### src/rtl/memory_tester.sv
// ============================================================================
// Module      : memory_tester
// Description : Load bytes into a source memory, stream them through an
//               internal synchronous FIFO into a destination memory.
// Revision    : 1.0 - initial release
// ============================================================================
`default_nettype none

module memory_tester #(
  parameter int DATA_W     = 8,
  parameter int MEM_DEPTH  = 16,
  parameter int FIFO_DEPTH = 8
) (
  input  logic              clk,
  input  logic              rst_n,
  input  logic [DATA_W-1:0] port_A,
  input  logic              W_en,
  input  logic              s_sig,
  input  logic              R_en,
  output logic [DATA_W-1:0] port_D,
  output logic              fifo_full,
  output logic              fifo_empty,
  output logic              done
);

  localparam int c_ADDR_W = $clog2(MEM_DEPTH);
  localparam int c_IDX_W  = c_ADDR_W + 1;
  localparam int c_PTR_W  = $clog2(FIFO_DEPTH) + 1;

  localparam logic [c_IDX_W-1:0] c_MEM_END = c_IDX_W'(MEM_DEPTH);
  localparam logic [c_IDX_W-1:0] c_IDX_ONE = c_IDX_W'(1);
  localparam logic [c_PTR_W-1:0] c_PTR_ONE = c_PTR_W'(1);

  logic [DATA_W-1:0]  Feature_Memory [MEM_DEPTH];
  logic [DATA_W-1:0]  Weight_Memory  [MEM_DEPTH];
  logic [DATA_W-1:0]  r_fifo         [FIFO_DEPTH];

  logic [c_IDX_W-1:0] r_wr_cnt;
  logic [c_IDX_W-1:0] r_src_idx;
  logic [c_IDX_W-1:0] r_dst_idx;
  logic [c_PTR_W-1:0] r_wptr;
  logic [c_PTR_W-1:0] r_rptr;
  logic [DATA_W-1:0]  r_port_d;
  logic               r_done;

  logic               w_empty;
  logic               w_full;
  logic               w_load;
  logic               w_push;
  logic               w_pop;
  logic [DATA_W-1:0]  w_fifo_head;

  // Extra pointer MSB distinguishes a full buffer from an empty one
  assign w_empty = (r_wptr == r_rptr);
  assign w_full  = (r_wptr[c_PTR_W-1] != r_rptr[c_PTR_W-1]) &&
                   (r_wptr[c_PTR_W-2:0] == r_rptr[c_PTR_W-2:0]);

  assign w_load      = W_en && (r_wr_cnt < c_MEM_END);
  assign w_push      = s_sig && !w_full && (r_src_idx < r_wr_cnt);
  assign w_pop       = R_en && !w_empty && (r_dst_idx < c_MEM_END);
  assign w_fifo_head = r_fifo[r_rptr[c_PTR_W-2:0]];

  always_ff @(posedge clk or negedge rst_n) begin
    if (!rst_n) begin
      r_wr_cnt  <= '0;
      r_src_idx <= '0;
      r_dst_idx <= '0;
      r_wptr    <= '0;
      r_rptr    <= '0;
      r_port_d  <= '0;
      r_done    <= 1'b0;
      for (int i = 0; i < MEM_DEPTH; i++) begin
        Feature_Memory[i] <= '0;
        Weight_Memory[i]  <= '0;
      end
    end else begin
      if (w_load) begin
        Feature_Memory[r_wr_cnt[c_ADDR_W-1:0]] <= port_A;
        r_wr_cnt <= r_wr_cnt + c_IDX_ONE;
      end
      if (w_push) begin
        r_src_idx <= r_src_idx + c_IDX_ONE;
        r_wptr    <= r_wptr + c_PTR_ONE;
      end
      if (w_pop) begin
        Weight_Memory[r_dst_idx[c_ADDR_W-1:0]] <= w_fifo_head;
        r_port_d  <= w_fifo_head;
        r_dst_idx <= r_dst_idx + c_IDX_ONE;
        r_rptr    <= r_rptr + c_PTR_ONE;
        if (r_dst_idx == c_MEM_END - c_IDX_ONE)
          r_done <= 1'b1;
      end
    end
  end

  // FIFO storage needs no reset: pointers alone decide which slots are valid
  always_ff @(posedge clk) begin
    if (w_push)
      r_fifo[r_wptr[c_PTR_W-2:0]] <= Feature_Memory[r_src_idx[c_ADDR_W-1:0]];
  end

  assign port_D     = r_port_d;
  assign fifo_full  = w_full;
  assign fifo_empty = w_empty;
  assign done       = r_done;

endmodule

`default_nettype wire

### config.mk
export PLATFORM = sky130hd
export DESIGN_NAME = memory_tester
export DESIGN_NICKNAME = d
export VERILOG_FILES = /design/src/rtl/memory_tester.sv
export SDC_FILE = /design/constraint.sdc
export NUM_CORES = 1
export LEC_CHECK = 0
export CAP_MARGIN = 5
export CORE_MARGIN = 2
export CORE_UTILIZATION = 30
export DETAILED_ROUTE_END_ITERATION = 8
export PLACE_DENSITY = 0.52
export SLEW_MARGIN = 20
export SYNTH_ARGS = -nofsm -noshare
export SYNTH_HDL_FRONTEND = slang
export SYNTH_SLANG_ARGS = --single-unit
### constraint.sdc
create_clock -name clk -period 8.4 [get_ports clk]
set_input_delay 1.68 -clock clk [delete_from_list [all_inputs] [get_ports clk]]
set_output_delay 1.68 -clock clk [all_outputs]
set_load 0.01 [all_outputs]
* Word-level counts from Yosys, hierarchy flattened *
Memories as Yosys holds them, arrays and structs flattened. A register that Yosys moved wholly into a read port is not among the register bits.
Index checks and enable logic that the tools add are counted.

storage, ports and cells
  register bits = 152
  bits in writable memories = 64
  word-level logic and storage cells = 59
  memories = 1

operators by class
  $add $sub $neg = 5
  magnitude comparators = 6
  eq/ne operators = 4
  multiplexer cells = 8
  bitwise gates (word level) = 2
  reductions and logical operators = 11

memory list
  memory  depth  width  rd ports  clocked after Yosys merged registers in  wr ports  line  RTL
  r_fifo  8      8      1         1                                        1         36    logic [DATA_W-1:0] r_fifo [FIFO_DEPTH];

operators by type and width
  cell                                                        count
  bitwise mux 128 bit                                         1
  binary-select mux 8 bit (select 4 bit)                      1
  demux 8 bit (select 4 bit)                                  1
  two-way mux 8 bit                                           3
  adder 5 x 1 -> 5 bit, second input constant                 3
  greater-or-equal comparator 5 bit, second input constant    2
  less-than comparator 5 bit, second input constant           2
  inverter 4 -> 5 bit                                         2
  adder 4 x 1 -> 4 bit, second input constant                 2
  logical AND 1 bit                                           7
  == test 5 x 4 -> 1 bit, second input constant               1
  less-than comparator 5 x 1 -> 1 bit, second input constant  1
  less-than comparator 5 bit                                  1
  == test 4 bit                                               1
  == test 3 bit                                               1
  logical NOT 1 bit                                           3
  two-way mux 1 bit                                           2
  AND reduction 2 bit                                         1
  inequality test 1 bit                                       1

* Longest topological paths before layout *
  depth after elaboration = 7
  gate-level depth with buffers = 8

* Worst setup path before layout *
No wires, ideal clock.

  kind = input -> register
  start point = in s_sig
  end point = mem r_fifo[0][0], enable pin
  arrival time = 3098 ps
  required time = 8005 ps
  path slack = 4907 ps
  stages = 4
  path through = nand3b_1 > a221o_1 > buf_6 > nor4_1

on the way
  word-level cells in the longest chain between the ends = 4

RTL lines
  element                                  line  RTL
  start, declared                          18    input logic s_sig,
  logical AND 1 bit (2 in a row)           59    assign w_push = s_sig && !w_full && (r_src_idx < r_wr_cnt);
  two-way mux 1 bit                        98    if (w_push)
  two-way mux 1 bit (implied by the code)  99    r_fifo[r_wptr[c_PTR_W-2:0]] <= Feature_Memory[r_src_idx[c_ADDR_W-1:0]];
  end, declared                            36

Every way passes these cells.

* Worst setup path in the final report *
  start point = reg r_rptr[2]
  end point = out fifo_empty

on the way
  word-level cells in the longest chain between the ends = 1

RTL lines
  element                 line  RTL
  start, declared         42    logic [c_PTR_W-1:0] r_rptr;
  start signal, assigned  89    r_rptr <= r_rptr + c_PTR_ONE;
  == test 4 bit           54    assign w_empty = (r_wptr == r_rptr);
  end, declared           22    output logic fifo_empty,

Every way passes these cells.

==> results.yml <==
global_route:
  grt_pass1_wl_um: 32800
  grt_max_degree: 82
  antenna_found_initial: 0
  gr-total-overflow: 0
  track_usage_pct: 12.6
  grt_pass1_vias: 5564
placed_design:
  dp_hpwl_um: 13000
  gp_congestion: 0.750
  io_buffers: 23
logic_synthesis:
  syn_area_per_cell_um2: 16.9
  synth_cells: 577
  ys_warn_count: 0
  synthArstFlopShare_pct: 71.4
  synthesis.area_um2: 9770
  seq_area_frac_synth_pct: 60.7
  ys_ff_latch: 224
  synth_edf_count: 64
  synthesis.nets: 603
  synth_flop_cell: "dfrtp_1"
  synth_cell_types: 35
critical_path:
  path_cells: "xor2_1 > nor4_1 > clkdlybuf4s50_1"
  critPathArrivalTime_ns: 2.88
  required_ns: 6.72
  cp-end-kind: "output port"
  max_stage_delay_ns: 0.90
  worstSetupPathType: "reg -> out"
  r2r_slack_ns: 5.13
  slowest_stage: "dfrtp_1"
  setup.worst_path.start_class: "register"
  worst-path-max-fanout: 19
clocking:
  cts_buffer_depth: 3
  clkLatencyLatePin_ns: 0.51
  path_clk_slew_ns: 0.06
  clock-root-buffer: "clkbuf_16"
  postCtsSetupBuffers: 0
  ctsResizeCount: 0
  cts_tree: "done"
  cts_max_level: 1
  cts_made_buffers: 23
  cts.sinks: 224
  cts.hold.buffers_added: 0
detailed_routing:
  drc: 0
  routed_wl_um: 20400
  vias_per_cell: 4.69
  drt_iter0_markers: 409
  ant_nets: 0
  firstDrtPassIters: 4
  vias: 4995
  wl_per_cell_um: 19.2
layout:
  antenna_cells: 0
  drive_gt1_share_pct: 39.1
  syn_to_final_growth_pct: 14.9
  fin_nets: 631
  fillCellCount: 3048
  post-route-util_pct: 34.8
floorplanning:
  rows: 66
  pin_count: 24
  die_h_um: 184
  fp.dieW_um: 184
  core_um2: 32300
  start_util_pct: 30.3
  die_area_um2: 34000
timing:
  tns_ns: 0
  setup_viol: 0
  fin_crit_ns: 4.56
  period_share_pct: 54.2
  grt_setup_unrepaired: "false"
  clock-skew-final_ns: 0.0138
  worst_slew_margin_rel_pct: 26.1
  drv_slew: 0
  tightest_slew_ns: 1.10
  worst_hold_slack_ns: 0.460
  clock.fmax_mhz: 220
  hold_viol: 0
power:
  power-per-cell-area_nw_per_um2: 238
  combinationalPowerShare_pct: 14.3
  ir_drop_uv: 168
  switchingPower_w: 0.000704
  power.leakage_nw: 4.77
  sw_frac_of_total_pct: 26.4
  p_clk_share_pct: 38.3
  intPower_w: 0.00197
  p_seq_share_pct: 47.4
hold_path:
  min_path_type: "reg -> reg"
job:
  drv_cap: 0
status:
  status: "complete, no violations"
-- power by group through the flow --
stage / Clock [W] / Sequential [W] / Combinational, W
finish: 0.00102 / 0.00126 / 0.000383
global route: 0.00110 / 0.00128 / 0.000426
CTS: 0.00106 / 0.00127 / 0.000397
detailed placement: 0 / 0.00129 / 0.000397
global placement: 0 / 0.00128 / 0.000388
floorplan: 0 / 0.00123 / 0.000324
-- final cells by class --
cell class | count | area [um^2] | area share, %
sequential | 224 | 5930 | 52.8
multi-input combinational | 315 | 3640 | 32.4
clock buffer | 30 | 652 | 5.81
tap | 442 | 553 | 4.93
timing repair buffer | 33 | 310 | 2.76
clock inverter | 12 | 113 | 1.00
inverter | 8 | 30.0 | 0.267
-- sequential cells by signal, indices dropped and copies added, names as in the netlist --
signal and count:
Feature_Memory 128, done 1, port_D 8, r_dst_idx 5, r_fifo 64, r_rptr 4, r_src_idx 5, r_wptr 4
r_wr_cnt 5
-- cells in the final DEF (no fill, tap or decap), types with 3 or more instances in the layout --
cell             count
mux2_2             130
clkbuf_8             5
o21ai_0             11
mux4_2              50
inv_1                8
clkbuf_16           23
mux4_1               6
mux2i_1              8
dfrtp_1            159
ha_1                13
nor2_1              10
nand2_1             28
nor2_2               8
clkinv_1             3
xnor2_1             11
edfxtp_1            64
nand4_1              3
clkinv_2             5
nor4b_2              3
nand3_1              7
xor2_1               9
buf_4                9
clkdlybuf4s50_1     22
-- per-stage QoR --
stage	area (um^2)	std cells	setup WS [ns]	total power, W
after floorplan	9770	577	4.91	0.00156
after global placement	10500	1022	4.03	0.00167
after detailed placement	10500	1022	4.02	0.00169
after CTS	11200	1064	3.75	0.00272
after global routing	11200	1064	3.58	0.00281
final	11200	1064	3.84	0.00267
-- critical path, delay by kind of cell (launching register included) --
kind / cells / cell delay [ns]
and+or+nand+nor: 1 / 0.63
DFF: 1 / 0.90
buffers and inverters: 1 / 0.66
xor gates and xnor gates: 1 / 0.18
-- final timing paths --
kind | to | cells after the start | startpoint
worst min-delay path | done | 1 | done
worst min register to register | done | 1 | done
worst max register to register | r_fifo[7][4] | 5 | r_src_idx[2]
max in group asynchronous | Feature_Memory[0] | 2 | rst_n
min in group asynchronous | done | 1 | rst_n
worst max-delay path | fifo_empty | 3 | r_rptr[2]
-- cells by family after synthesis --
| group | after synthesis | share of synthesized area, % |
|---|---|---|
| mux | 194 | 28.9 |
| fa+ha+maj | 13 | 1.66 |
| compound gates | 15 | 0.845 |
| simple gates | 73 | 3.98 |
| xor+xnor | 20 | 1.79 |
| buf+inv | 38 | 2.11 |
| flops | 224 | 60.7 |
-- per-layer routing --
metal / up-vias / part of all wire, % / track usage [%] / routed length [um]
met4: 0 / 1.9 / 2.43 / 391
met2: 72 / 50 / 21.8 / 10100
li1: 2233 / - / - / -
met1: 2658 / 45 / 16.7 / 9280
met5: - / 0 / 0 / 0
met3: 32 / 3.0 / 2.19 / 618
-- synth_stat cells (all sizes together) (2+ instances only) --
library cell,n,share of area (%)
nor4,2,0.13
dfrtp,160,41
mux2,130,15
inv,8,0.31
nand3,7,0.36
nor2,18,0.90
nand4,3,0.19
clkbuf,11,0.42
mux4,56,13
ha,13,1.7
nor4b,3,0.46
buf,19,1.4
mux2i,8,0.82
xor2,9,0.81
o21ai,12,0.61
nand2,28,1.1
xnor2,11,0.99
and2,2,0.13
edfxtp,64,20
nor2b,2,0.13
nor3,3,0.15
Power figures use the tool's default switching activity.
